[config.mk]
export PLATFORM = sky130hd
export DESIGN_NAME = matriz_led_pwm_flat
export DESIGN_NICKNAME = d
export VERILOG_FILES = /design/src/rtl/matriz_led_pwm_if.sv /design/src/rtl/matriz_led_pwm.sv /design/src/flat_wrapper.sv
export SDC_FILE = /design/constraint.sdc
export NUM_CORES = 1
export LEC_CHECK = 0
export CORE_MARGIN = 1.5
export CORE_UTILIZATION = 40
export CTS_CLUSTER_SIZE = 14
export DETAILED_ROUTE_END_ITERATION = 12
export SKIP_CTS_REPAIR_TIMING = 1
export SLEW_MARGIN = 20
export SYNTH_ARGS = -nofsm -noshare
export SYNTH_HDL_FRONTEND = slang
export SYNTH_SLANG_ARGS = --single-unit
[constraint.sdc]
create_clock -name clk12Mhz -period 2.99 [get_ports clk12Mhz]
set_clock_uncertainty 0.05 [all_clocks]
set_input_delay 0.598 -clock clk12Mhz [delete_from_list [all_inputs] [get_ports clk12Mhz]]
set_output_delay 0.598 -clock clk12Mhz [all_outputs]
set_load 0.02 [all_outputs]
[src/rtl/matriz_led_pwm_if.sv]
// ----------------------------------------------------------------------------
// matriz_led_pwm_if
// Frame-load handshake between a frame producer and the LED matrix driver.
//
//   pix_in      producer -> driver  ROWS*COLS bits, row r in [r*COLS +: COLS]
//   bright_in   producer -> driver  on-time per row slot, in clocks
//   load_valid  producer -> driver  pix_in/bright_in are offered
//   load_ready  driver -> producer  shadow buffer is free
//
// A transfer happens on a rising clock edge where load_valid and load_ready
// are both high.
// ----------------------------------------------------------------------------
interface matriz_led_pwm_if #(
    parameter int ROWS      = 4,
    parameter int COLS      = 8,
    parameter int SLOT_BITS = 10
);
    logic [ROWS*COLS-1:0] pix_in;
    logic [SLOT_BITS-1:0] bright_in;
    logic                 load_valid;
    logic                 load_ready;

    modport master (
        output pix_in,
        output bright_in,
        output load_valid,
        input  load_ready
    );

    modport slave (
        input  pix_in,
        input  bright_in,
        input  load_valid,
        output load_ready
    );
endinterface

[src/rtl/matriz_led_pwm.sv]
// ----------------------------------------------------------------------------
// matriz_led_pwm
// Row-multiplexed LED matrix driver with per-slot PWM brightness and a
// double-buffered frame (shadow buffer loaded by handshake, copied to the
// active buffer only at the frame boundary).
//
//   clk12Mhz     in   single clock, rising edge
//   rst          in   synchronous active-low reset
//   load_if      slave modport: pix_in, bright_in, load_valid -> load_ready
//   blank        in   force all LEDs off, scan keeps running
//   leds         out  COLS bits, active-low column drive
//   lcol         out  ROWS bits, active-low row select (one-cold or all ones)
//   frame_start  out  one-clock pulse on the first output cycle of row 0
//
// Each row owns a slot of 2^SLOT_BITS clocks. The first DEAD clocks of every
// slot are blanked so the previous row is fully off before the next one is
// selected; the row is then lit for min(bright, 2^SLOT_BITS-DEAD) clocks.
// Outputs are registered, one clock behind the (row, cnt) scan state.
// ----------------------------------------------------------------------------
module matriz_led_pwm #(
    parameter int ROWS      = 4,
    parameter int COLS      = 8,
    parameter int SLOT_BITS = 10,
    parameter int DEAD      = 16
) (
    input  logic                  clk12Mhz,
    input  logic                  rst,
    matriz_led_pwm_if.slave       load_if,
    input  logic                  blank,
    output logic [COLS-1:0]       leds,
    output logic [ROWS-1:0]       lcol,
    output logic                  frame_start
);

    localparam int ROW_W = $clog2(ROWS);

    // One extra bit so the saturated on-time 2^SLOT_BITS (DEAD=0) fits.
    typedef logic [SLOT_BITS:0] ext_t;

    localparam ext_t                 ON_MAX   = ext_t'((2 ** SLOT_BITS) - DEAD);
    localparam ext_t                 DEAD_E   = ext_t'(DEAD);
    localparam logic [SLOT_BITS-1:0] CNT_MAX  = '1;
    localparam logic [ROW_W-1:0]     ROW_LAST = ROW_W'(ROWS - 1);

    logic [SLOT_BITS-1:0] cnt_q,        cnt_d;
    logic [ROW_W-1:0]     row_q,        row_d;
    logic [ROWS*COLS-1:0] act_pix_q,    act_pix_d;
    logic [SLOT_BITS-1:0] act_bright_q, act_bright_d;
    logic [ROWS*COLS-1:0] shd_pix_q,    shd_pix_d;
    logic [SLOT_BITS-1:0] shd_bright_q, shd_bright_d;
    logic                 pending_q,    pending_d;
    logic [COLS-1:0]      leds_q,       leds_d;
    logic [ROWS-1:0]      lcol_q,       lcol_d;
    logic                 fstart_q,     fstart_d;

    logic                 slot_end;
    logic                 boundary;
    logic                 lit;
    ext_t                 bright_act;
    ext_t                 on_time;
    logic [COLS-1:0]      row_data;

    // The shadow buffer is free exactly when no frame is waiting for the
    // boundary; reset clears pending, so this reads 1 during reset.
    assign load_if.load_ready = ~pending_q;

    always_comb begin
        // NOTE: every signal written here gets a default first, so no path
        // leaves one unassigned and no latch is inferred.
        cnt_d        = cnt_q + 1'b1;
        row_d        = row_q;
        act_pix_d    = act_pix_q;
        act_bright_d = act_bright_q;
        shd_pix_d    = shd_pix_q;
        shd_bright_d = shd_bright_q;
        pending_d    = pending_q;
        row_data     = '0;

        slot_end = (cnt_q == CNT_MAX);
        boundary = slot_end && (row_q == ROW_LAST);

        // Row index wraps explicitly so non-power-of-2 ROWS work.
        if (slot_end) begin
            row_d = (row_q == ROW_LAST) ? '0 : row_q + 1'b1;
        end

        // Shadow is only written while free, and only promoted at the
        // boundary, so a capture on the boundary clock waits a full frame.
        if (pending_q) begin
            if (boundary) begin
                act_pix_d    = shd_pix_q;
                act_bright_d = shd_bright_q;
                pending_d    = 1'b0;
            end
        end else if (load_if.load_valid) begin
            shd_pix_d    = load_if.pix_in;
            shd_bright_d = load_if.bright_in;
            pending_d    = 1'b1;
        end

        for (int i = 0; i < ROWS; i++) begin
            if (row_q == ROW_W'(i)) begin
                row_data = act_pix_q[i*COLS +: COLS];
            end
        end

        bright_act = (ext_t'(act_bright_q) > ON_MAX) ? ON_MAX : ext_t'(act_bright_q);
        on_time    = ext_t'(cnt_q) - DEAD_E;
        lit        = (ext_t'(cnt_q) >= DEAD_E) && (on_time < bright_act) && !blank;

        leds_d   = lit ? ~row_data : '1;
        lcol_d   = lit ? ~(ROWS'(1) << row_q) : '1;
        fstart_d = (cnt_q == '0) && (row_q == '0);
    end

    // NOTE: sequential state uses non-blocking assignments only; the reset
    // also clears both frame buffers, because a lit pixel from stale data
    // must never reach the matrix after reset.
    always_ff @(posedge clk12Mhz) begin
        if (!rst) begin
            cnt_q        <= '0;
            row_q        <= '0;
            act_pix_q    <= '0;
            act_bright_q <= '0;
            shd_pix_q    <= '0;
            shd_bright_q <= '0;
            pending_q    <= 1'b0;
            leds_q       <= '1;
            lcol_q       <= '1;
            fstart_q     <= 1'b0;
        end else begin
            cnt_q        <= cnt_d;
            row_q        <= row_d;
            act_pix_q    <= act_pix_d;
            act_bright_q <= act_bright_d;
            shd_pix_q    <= shd_pix_d;
            shd_bright_q <= shd_bright_d;
            pending_q    <= pending_d;
            leds_q       <= leds_d;
            lcol_q       <= lcol_d;
            fstart_q     <= fstart_d;
        end
    end

    assign leds        = leds_q;
    assign lcol        = lcol_q;
    assign frame_start = fstart_q;

endmodule

[src/flat_wrapper.sv]
// flat-port wrapper written by rule: the top's interface ports become plain ports
module matriz_led_pwm_flat 
#(
    parameter int ROWS      = 4,
    parameter int COLS      = 8,
    parameter int SLOT_BITS = 10,
    parameter int DEAD      = 16
)
  (clk12Mhz, rst, blank, leds, lcol, frame_start, load_if_pix_in, load_if_bright_in, load_if_load_valid, load_if_load_ready);
  matriz_led_pwm_if #(.ROWS(ROWS), .COLS(COLS), .SLOT_BITS(SLOT_BITS)) load_if_i ();
  input  logic clk12Mhz;
  input  logic rst;
  input  logic blank;
  output logic [COLS-1:0] leds;
  output logic [ROWS-1:0] lcol;
  output logic frame_start;
  input wire logic [$bits(load_if_i.pix_in)-1:0] load_if_pix_in;
  input wire logic [$bits(load_if_i.bright_in)-1:0] load_if_bright_in;
  input wire logic [$bits(load_if_i.load_valid)-1:0] load_if_load_valid;
  output wire logic [$bits(load_if_i.load_ready)-1:0] load_if_load_ready;
  assign load_if_i.pix_in = load_if_pix_in;
  assign load_if_i.bright_in = load_if_bright_in;
  assign load_if_i.load_valid = load_if_load_valid;
  assign load_if_load_ready = load_if_i.load_ready;
  matriz_led_pwm #(.ROWS(ROWS), .COLS(COLS), .SLOT_BITS(SLOT_BITS), .DEAD(DEAD)) u_core (.clk12Mhz(clk12Mhz), .rst(rst), .load_if(load_if_i), .blank(blank), .leds(leds), .lcol(lcol), .frame_start(frame_start));
endmodule
==> results of run 1 <==
[registers in the layout (all words and copies together), names as in the netlist, 2 cells and up]
| register | cells |
|---|---|
| u_core.act_pix_q | 32 |
| u_core.shd_pix_q | 32 |
| u_core.act_bright_q | 10 |
| u_core.cnt_q | 10 |
| u_core.shd_bright_q | 10 |
| u_core.leds | 8 |
| u_core.lcol | 4 |
| u_core.row_q | 2 |
[cell type report]
class                           count  area [um^2]
Sequential cell                   110         2202
Multi-Input combinational cell    403         2350
Fill cell                        1170         6161
Clock buffer                       11        242.7
Tap cell                          147        183.9
Timing Repair Buffer               66        653.1
Inverter                           23        86.33
Clock inverter                      4        32.53
[worst max path at each step]
| stage | from | to | slack [ns] | depth (start not counted) |
|---|---|---|---|---|
| after global routing | u_core.cnt_q[6] | u_core.lcol[0] | 0.28 | 8 |
| after global placement | u_core.cnt_q[6] | u_core.lcol[3] | 0.61 | 8 |
| after floorplan | u_core.cnt_q[6] | u_core.lcol[2] | 0.68 | 11 |
| after detailed placement | u_core.cnt_q[6] | u_core.lcol[0] | 0.48 | 8 |
| final | u_core.cnt_q[6] | u_core.lcol[0] | 0.45 | 8 |
| after CTS | u_core.cnt_q[6] | u_core.lcol[0] | 0.44 | 8 |
[per-layer routing]
layer | wire length [um] | share of wire, %
met1 | 5193 | 50
met2 | 4618 | 45
met3 | 386 | 3.7
met4 | 119 | 1.2
met5 | 0 | 0
[power by group through the flow]
| stage | registers (W) | logic, W | clock network (W) |
|---|---|---|---|
| after floorplan | 0.00156 | 0.0000974 | 0 |
| after global placement | 0.00156 | 0.000182 | 0 |
| after detailed placement | 0.00156 | 0.000185 | 0 |
| after CTS | 0.00153 | 0.000186 | 0.00115 |
| after global routing | 0.00153 | 0.000206 | 0.00120 |
| final | 0.00153 | 0.000182 | 0.00112 |
[worst min-delay path, stage by stage, from the launching register on]
cell and delay [ns]:
sky130_fd_sc_hd__dfxtp_1 0.31, sky130_fd_sc_hd__nand2_1 0.05, sky130_fd_sc_hd__o21ai_1 0.05
[stage by stage]
stage	hold WS, ns	worst slack (ns)	instances	instance area, um^2	total power [W]
after floorplan	0.3784	0.6772	580	4861	0.001653
after global placement	0.3901	0.6150	749	5475	0.001743
after detailed placement	0.3928	0.4818	749	5475	0.001747
after CTS	0.4025	0.4430	764	5751	0.002866
after global routing	0.4192	0.2831	764	5751	0.002939
final	0.4020	0.4478	764	5751	0.002826
[kinds of logic (layout without fill, tap and decap cells)]
group / after synthesis / count (layout) / synth area share, %
AOI/OAI and AO/OA: 128 / 128 / 17.68
and+or+nand+nor: 246 / 246 / 23.91
adders and majority gates: 19 / 19 / 4.891
xor gates and xnor gates: 10 / 10 / 1.802
DFF: 110 / 110 / 45.30
buffers and inverters: 67 / 104 / 6.409
[cell usage in the layout, fill, tap and decap left out, types with 8 or more instances in the layout]
cell	instances
sky130_fd_sc_hd__nand2_1	148
sky130_fd_sc_hd__o21ai_0	10
sky130_fd_sc_hd__nand3b_1	8
sky130_fd_sc_hd__ha_1	19
sky130_fd_sc_hd__o21ai_1	31
sky130_fd_sc_hd__a221o_1	8
sky130_fd_sc_hd__a21boi_0	46
sky130_fd_sc_hd__dfxtp_1	110
sky130_fd_sc_hd__clkbuf_16	9
sky130_fd_sc_hd__nand3_1	48
sky130_fd_sc_hd__inv_1	23
sky130_fd_sc_hd__a21oi_1	11
sky130_fd_sc_hd__clkdlybuf4s50_1	58
sky130_fd_sc_hd__a22oi_1	8
==> tab_implementation.tex, run 1 <==
\begin{tabular}{lr}
\hline
Metric & Value \\
\hline
\multicolumn{2}{l}{\textbf{Drt}} \\
Wire length per cell after detailed routing & 13.51 um \\
Vias after detailed routing & 3880 \\
Antenna-violating nets left & 0 \\
\# DRC & 0 \\
Drt pass-1 iters & 4 \\
Sum of routed wire length over all layers & 10320 um \\
Number of design-rule violations left by the first detailed-router iteration & 225 \\
Via-to-Cell Ratio & 5.079 \\
\multicolumn{2}{l}{\textbf{Setup path}} \\
Type of the worst setup path & reg2reg \\
Signal arrival time at the worst endpoint & 2.77 ns \\
Cells traversed along the worst timing path & nor3\_1, nor3b\_1, xor2\_1, ha\_1, and3\_1, o211ai\_1, a31o\_2, nand4\_1 \\
Launching point of the worst reg2reg path & u\_core.cnt\_q[6] \\
Critical-path cell with the highest stage delay & sky130\_fd\_sc\_hd\_\_dfxtp\_1 \\
Slack of the worst reg-to-reg path & 0.45 ns \\
Worst Reg-to-Reg Cells & 8 \\
Largest fanout on the critical path & 12 \\
Worst R2R End & u\_core.lcol[0] \\
Crit path largest cell delay & 0.40 ns \\
Family with the most delay on the worst path & simple AND/OR/NAND/NOR gates \\
Crit start category & flip-flop \\
Worst setup EP type & flip-flop \\
CP Buf/Inv Count & 0 \\
Required arrival time at the worst endpoint & 3.22 ns \\
\multicolumn{2}{l}{\textbf{STA}} \\
Setup TNS & 0 ns \\
Unrepaired setup endpoints after global routing & false \\
Max Transition Viols Final & 0 \\
Pin slew with the least headroom to its limit & 0.6674 ns \\
Maximum operating frequency & 0.3934 GHz \\
Period utilization & 85.02\% \\
Post-route minimum period & 2.542 ns \\
Final setup violation count & 0 \\
Worst slew margin & 55.51\% \\
Final hold violation count & 0 \\
\multicolumn{2}{l}{\textbf{Cells and area}} \\
\# diodes & 0 \\
Final core utilization & 48.28\% \\
Relative area change from synthesis to final layout & 18.30\% \\
Number of nets at the end of the flow & 678 \\
Layout cell share with drive strength beyond 1 & 6.645\% \\
\multicolumn{2}{l}{\textbf{Die}} \\
Horizontal die dimension & 113.2 um \\
Number of placed I/O pins & 60 \\
Starting utilization of the core area & 40.81\% \\
Core area & 0.01191 mm\^{}2 \\
Die outline area & 0.01282 mm\^{}2 \\
Core Rows & 40 \\
Die height & 113.2 um \\
\multicolumn{2}{l}{\textbf{Clock network}} \\
Master cell of the clock root buffer & sky130\_fd\_sc\_hd\_\_clkbuf\_16 \\
Latest clock arrival within the worst-skew pair & 0.35 ns \\
Number of buffers created by CTS & 9 \\
Clock edge transition at the registers on the reported setup and hold paths & 0.07 ns \\
Clock tree from TritonCTS & done \\
Clock Sink Count & 110 \\
H-tree depth reported by CTS & 3 \\
Number of buffers on the longest clock path & 2 \\
\multicolumn{2}{l}{\textbf{Synth}} \\
Count of different cell masters after synthesis & 40 \\
Post-synthesis instance area & 0.004861 mm\^{}2 \\
Number of flops mapped to enable cells by yosys & 0 \\
Top-area cell type share of the netlist area & 45.30\% \\
Total number of yosys warnings & 0 \\
Mean cell area of the mapped netlist & 8.381 um\^{}2 \\
Sequential area share after synthesis & 45.30\% \\
Net count after synthesis & 645 \\
Cell with the most instances after synthesis & sky130\_fd\_sc\_hd\_\_nand2\_1 \\
Post-synthesis instance total & 580 \\
Primary FF master, synth & sky130\_fd\_sc\_hd\_\_dfxtp\_1 \\
Ys async rst share & 0\% \\
Number of register bits inferred by synthesis & 110 \\
Most frequent cells after synthesis & 148 x sky130\_fd\_sc\_hd\_\_nand2\_1, 110 x sky130\_fd\_sc\_hd\_\_dfxtp\_1, 48 x sky130\_fd\_sc\_hd\_\_nand3\_1 \\
Most area-consuming cells after synthesis & sky130\_fd\_sc\_hd\_\_dfxtp\_1 45\%, sky130\_fd\_sc\_hd\_\_nand2\_1 11\%, sky130\_fd\_sc\_hd\_\_a21boi\_0 7.1\% \\
Top cell type by total area after synthesis & sky130\_fd\_sc\_hd\_\_dfxtp\_1 \\
\multicolumn{2}{l}{\textbf{Pwr}} \\
Leakage power of the design & 2.081 nW \\
Switching pwr & 0.0006393 W \\
Switching share of power & 22.62\% \\
Clk pwr share & 39.5\% \\
IR drop worst, VDD & 0.3391 mV \\
Combinational share of power & 6.4\% \\
Int Pwr & 0.002186 W \\
Power density of the placed cells & 491.4 mW/mm\^{}2 \\
Sequential group share of total power & 54.1\% \\
\multicolumn{2}{l}{\textbf{Worst hold path}} \\
Type of the most critical hold path & reg2reg \\
Worst Hold Path Cells & 2 \\
Hold path endpoint & u\_core.act\_pix\_q[28] \\
Startpoint of the lowest-slack hold path & u\_core.act\_pix\_q[28] \\
\multicolumn{2}{l}{\textbf{Global route}} \\
Met1 Usage GRT & 23.01\% \\
Initial antenna violation count & 0 \\
First-pass GRT wire length & 17380 um \\
Pin count of the biggest net entering global routing & 71 \\
Met2 capacity usage during global routing & 26.63\% \\
Via count of the first global-routing pass & 3587 \\
Sum of overflow across all layers after global routing & 0 \\
Overall fraction of global-route tracks in use & 16.96\% \\
Most utilized layer in the global route result & met2 \\
Met3 Use GR & 4.285\% \\
\multicolumn{2}{l}{\textbf{Place}} \\
Count of port buffers added during placement & 59 \\
Post-detailed-placement half-perimeter wirelength & 7238 um \\
RePlAce Congestion & 0.8410 \\
\multicolumn{2}{l}{\textbf{Flow run}} \\
\# Max-Cap Violations & 0 \\
\multicolumn{2}{l}{\textbf{Outcome}} \\
Result of the run & finished clean \\
\hline
\end{tabular}
(Power assumes the default switching activity.)
==> run 2, diff against run 1 <==
- CTS_CLUSTER_SIZE: 14 -> 12
==> results of run 2 <==
No change in the layout: final DEF, timing and power equal those of run 1.
==> run 3, diff against run 2 <==
- ABC_AREA: unset -> 1
- CORE_MARGIN: 1.5 -> 4
- GPL_TIMING_DRIVEN: unset -> 0
==> tab_implementation.tex, run 3 <==
\begin{tabular}{lr}
\hline
Metric & Value \\
\hline
\multicolumn{2}{l}{\textbf{Die}} \\
Die height & 116.0 um (+2.5\%) \\
Core area & 0.01142 mm\^{}2 (-4.1\%) \\
Die outline area & 0.01346 mm\^{}2 (+5.0\%) \\
Horizontal die dimension & 116.0 um (+2.5\%) \\
Starting utilization of the core area & 40.87\% (+0.063 points) \\
Number of placed I/O pins & 60 (unchanged) \\
Core Rows & 39 (-2.5\%) \\
\multicolumn{2}{l}{\textbf{Pwr}} \\
Total power consumption of the routed design & 0.002867 W (+1.5\%) \\
Leakage power of the design & 2.125 nW (+2.1\%) \\
Power density of the placed cells & 502.8 mW/mm\^{}2 (+2.3\%) \\
IR drop worst, VDD & 0.3701 mV (+9.1\%) \\
\multicolumn{2}{l}{\textbf{Synth}} \\
Cell with the most instances after synthesis & sky130\_fd\_sc\_hd\_\_dfxtp\_1 \\
Count of different cell masters after synthesis & 31 (-23\%) \\
Ys async rst share & 0\% (unchanged) \\
Post-synthesis instance total & 605 (+4.3\%) \\
Sequential area share after synthesis & 47.18\% (+1.9 points) \\
Mean cell area of the mapped netlist & 7.714 um\^{}2 (-8.0\%) \\
Most area-consuming cells after synthesis & sky130\_fd\_sc\_hd\_\_dfxtp\_1 47\%, sky130\_fd\_sc\_hd\_\_nand3\_1 7.7\%, sky130\_fd\_sc\_hd\_\_nor2\_1 7.7\% \\
Post-synthesis instance area & 0.004667 mm\^{}2 (-4.0\%) \\
Most frequent cells after synthesis & 110 x sky130\_fd\_sc\_hd\_\_dfxtp\_1, 96 x sky130\_fd\_sc\_hd\_\_nor2\_1, 85 x sky130\_fd\_sc\_hd\_\_nand2\_1 \\
Total number of yosys warnings & 0 (unchanged) \\
Number of flops mapped to enable cells by yosys & 0 (unchanged) \\
Top cell type by total area after synthesis & sky130\_fd\_sc\_hd\_\_dfxtp\_1 \\
Number of register bits inferred by synthesis & 110 (unchanged) \\
Primary FF master, synth & sky130\_fd\_sc\_hd\_\_dfxtp\_1 \\
Top-area cell type share of the netlist area & 47.18\% (+1.9 points) \\
Net count after synthesis & 670 (+3.9\%) \\
\multicolumn{2}{l}{\textbf{Drt}} \\
Antenna-violating nets left & 0 (unchanged) \\
Vias after detailed routing & 4037 (+4.0\%) \\
Via-to-Cell Ratio & 4.911 (-3.3\%) \\
Sum of routed wire length over all layers & 11080 um (+7.4\%) \\
Wire length per cell after detailed routing & 13.48 um (-0.21\%) \\
\# DRC & 0 (unchanged) \\
Drt pass-1 iters & 5 (+1) \\
Number of design-rule violations left by the first detailed-router iteration & 265 (+18\%) \\
\multicolumn{2}{l}{\textbf{Setup path}} \\
Type of the worst setup path & reg2reg \\
Worst R2R End & u\_core.lcol[1] \\
Largest fanout on the critical path & 10 (-2) \\
Launching point of the worst reg2reg path & u\_core.cnt\_q[5] \\
Crit path largest cell delay & 0.33 ns (-0.07 ns) \\
Worst Reg-to-Reg Cells & 13 (+5) \\
Dominant cell type by count on the critical path & sky130\_fd\_sc\_hd\_\_nand3\_1 \\
Worst setup EP type & flip-flop \\
Crit start category & flip-flop \\
Cells traversed along the worst timing path & inv\_1, nand2\_1, nor2\_1, a31oi\_1, or2\_2, ha\_1, nand3\_1, nand3\_1, a21oi\_1, nand2\_1, inv\_1, buf\_4, nand3\_1 \\
Signal arrival time at the worst endpoint & 2.59 ns (-0.18 ns) \\
Slack of the worst reg-to-reg path & 0.56 ns (+0.11 ns) \\
Required arrival time at the worst endpoint & 3.15 ns (-0.07 ns) \\
Critical-path cell with the highest stage delay & sky130\_fd\_sc\_hd\_\_ha\_1 \\
\multicolumn{2}{l}{\textbf{Place}} \\
Post-detailed-placement half-perimeter wirelength & 8298 um (+15\%) \\
Pre-CTS WS & 0.4413 ns (-0.04043 ns) \\
Cell area reported after detailed placement & 0.005426 mm\^{}2 (-0.89\%) \\
Count of port buffers added during placement & 58 (-1.7\%) \\
RePlAce Congestion & 0.8065 (-4.1\%) \\
\multicolumn{2}{l}{\textbf{Cells and area}} \\
Highest-count cells in the layout ignoring fill and taps & 110 x sky130\_fd\_sc\_hd\_\_dfxtp\_1, 96 x sky130\_fd\_sc\_hd\_\_nor2\_1, 85 x sky130\_fd\_sc\_hd\_\_nand2\_1, 72 x sky130\_fd\_sc\_hd\_\_nand3\_1, 66 x sky130\_fd\_sc\_hd\_\_a21oi\_1 \\
Top Registers & u\_core.act\_pix\_q x32, u\_core.shd\_pix\_q x32 \\
\# diodes & 0 (unchanged) \\
Area of all placed cells without fillers & 0.005703 mm\^{}2 (-0.83\%) \\
Layout cell share with drive strength beyond 1 & 6.333\% (-0.31 points) \\
Reg area & 0.002202 mm\^{}2 (unchanged) \\
Relative area change from synthesis to final layout & 22.20\% \\
FILL cells & 1146 (-2.1\%) \\
Commonest non-fill, non-tap cell in the layout & sky130\_fd\_sc\_hd\_\_dfxtp\_1 \\
Multi-input gate area in the final layout & 0.002083 mm\^{}2 (-11\%) \\
Number of nets at the end of the flow & 739 (+9.0\%) \\
\multicolumn{2}{l}{\textbf{Clock network}} \\
Number of buffers created by CTS & 9 (unchanged) \\
Latest clock arrival within the worst-skew pair & 0.36 ns (about the same) \\
Master cell of the clock root buffer & sky130\_fd\_sc\_hd\_\_clkbuf\_16 \\
Clock Sink Count & 110 (unchanged) \\
H-tree depth reported by CTS & 3 (unchanged) \\
Clock tree from TritonCTS & done \\
Clock edge transition at the registers on the reported setup and hold paths & 0.07 ns (about the same) \\
Number of buffers on the longest clock path & 2 (unchanged) \\
\multicolumn{2}{l}{\textbf{Global route}} \\
Sum of overflow across all layers after global routing & 0 (unchanged) \\
Overall fraction of global-route tracks in use & 17.40\% (+0.45 points) \\
Pin count of the biggest net entering global routing & 18 (-75\%) \\
Initial antenna violation count & 0 (unchanged) \\
Via count of the first global-routing pass & 3960 (+10\%) \\
First-pass GRT wire length & 18470 um (+6.3\%) \\
\multicolumn{2}{l}{\textbf{Worst hold path}} \\
Worst Hold Path Cells & 2 (unchanged) \\
Hold path endpoint & u\_core.act\_pix\_q[21] \\
Type of the most critical hold path & reg2reg \\
Startpoint of the lowest-slack hold path & u\_core.act\_pix\_q[21] \\
\multicolumn{2}{l}{\textbf{STA}} \\
Max Transition Viols Final & 0 (unchanged) \\
Worst slew margin & 63.77\% (+8.3 points) \\
WHS & 0.4134 ns (+0.01149 ns) \\
Post-route minimum period & 2.431 ns (-0.1107 ns) \\
Final setup violation count & 0 (unchanged) \\
Setup TNS & 0 ns (unchanged) \\
Final setup margin & 0.5585 ns (+0.1107 ns) \\
Maximum operating frequency & 0.4113 GHz (+4.6\%) \\
Unrepaired setup endpoints after global routing & false \\
Period utilization & 81.32\% (-3.7 points) \\
Final hold violation count & 0 (unchanged) \\
Pin slew with the least headroom to its limit & 0.5435 ns (-0.1239 ns) \\
\multicolumn{2}{l}{\textbf{Outcome}} \\
Result of the run & finished clean \\
\multicolumn{2}{l}{\textbf{Flow run}} \\
\# Max-Cap Violations & 0 (unchanged) \\
\hline
\end{tabular}
==> run 3: changes by cell type after synthesis, sizes merged, moves of 14 or more <==
cell	previous run	this run
a21boi	46	0
a21oi	11	67
nand3	55	73
nor2	7	98
o21ai	48	62
nand2	148	87
==> run 3: metrics by stage <==
| step | utilization (%) | instances |
|---|---|---|
| 4_1_cts | 49.95 | 822 |
| 5_1_grt | 49.95 | 822 |
| 3_5_place_dp | 47.52 | 806 |
| 2_1_floorplan | - | 605 |
| 3_3_place_gp | 47.52 | 806 |
| 6_report | 49.95 | 822 |
==> run 3: cell families (layout without fill, tap and decap cells) <==
kind of cell               Yosys count  after routing  share of synthesized area, %
and+or+nand+nor                    266            266                         24.48
AOI/OAI and AO/OA                  132            132                         14.50
DFF                                110            110                         47.18
buffers and inverters               75            149                         8.177
adders and majority gates           19             19                         5.094
xor gates and xnor gates             3              3                        0.5631
==> run 3: critical path, delay by kind of cell (launching register included) <==
| family | cells | cell delay, ns |
|---|---|---|
| adders and majority gates | 1 | 0.33 |
| AOI/OAI and AO/OA | 2 | 0.21 |
| buffers and inverters | 3 | 0.47 |
| DFF | 1 | 0.31 |
| and+or+nand+nor | 7 | 0.91 |
==> run 3: routing by layer <==
layer	track usage, %	vias to the layer above	share of wire [%]
met5	0	-	0
met4	5.723	0	2.4
met3	5.274	18	3.9
met2	28.65	68	47
met1	21.83	1824	46
li1	-	2127	-
==> run 3: layout make-up <==
| class | count | area share, % |
|---|---|---|
| multi-input combinational | 420 | 36.53 |
| clock inverter | 5 | 0.5924 |
| clock buffer | 11 | 4.256 |
| timing repair buffer | 58 | 10.18 |
| inverter | 37 | 2.435 |
| tap | 143 | 3.137 |
| sequential | 110 | 38.61 |
| buffer | 38 | 4.256 |
==> run 3: how the worst max path moves through the flow <==
stage	start	to	slack, ns	cells after the start
global route	u_core.cnt_q[5]	u_core.leds[7]	0.41	13
CTS	u_core.cnt_q[5]	u_core.lcol[1]	0.56	13
finish	u_core.cnt_q[5]	u_core.lcol[1]	0.56	13
floorplan	u_core.cnt_q[5]	u_core.lcol[2]	0.88	13
detailed placement	load_if_load_valid	u_core.shd_pix_q[20]	0.44	6
global placement	load_if_load_valid	u_core.shd_pix_q[25]	0.46	6
==> run 3: where the power goes <==
group	switching [W]	internal, W	total, W
sequential	0.0000298	0.00151	0.00154
clock	0.000534	0.000588	0.00112
combinational	0.000102	0.0000984	0.000201
total	0.000666	0.00220	0.00287
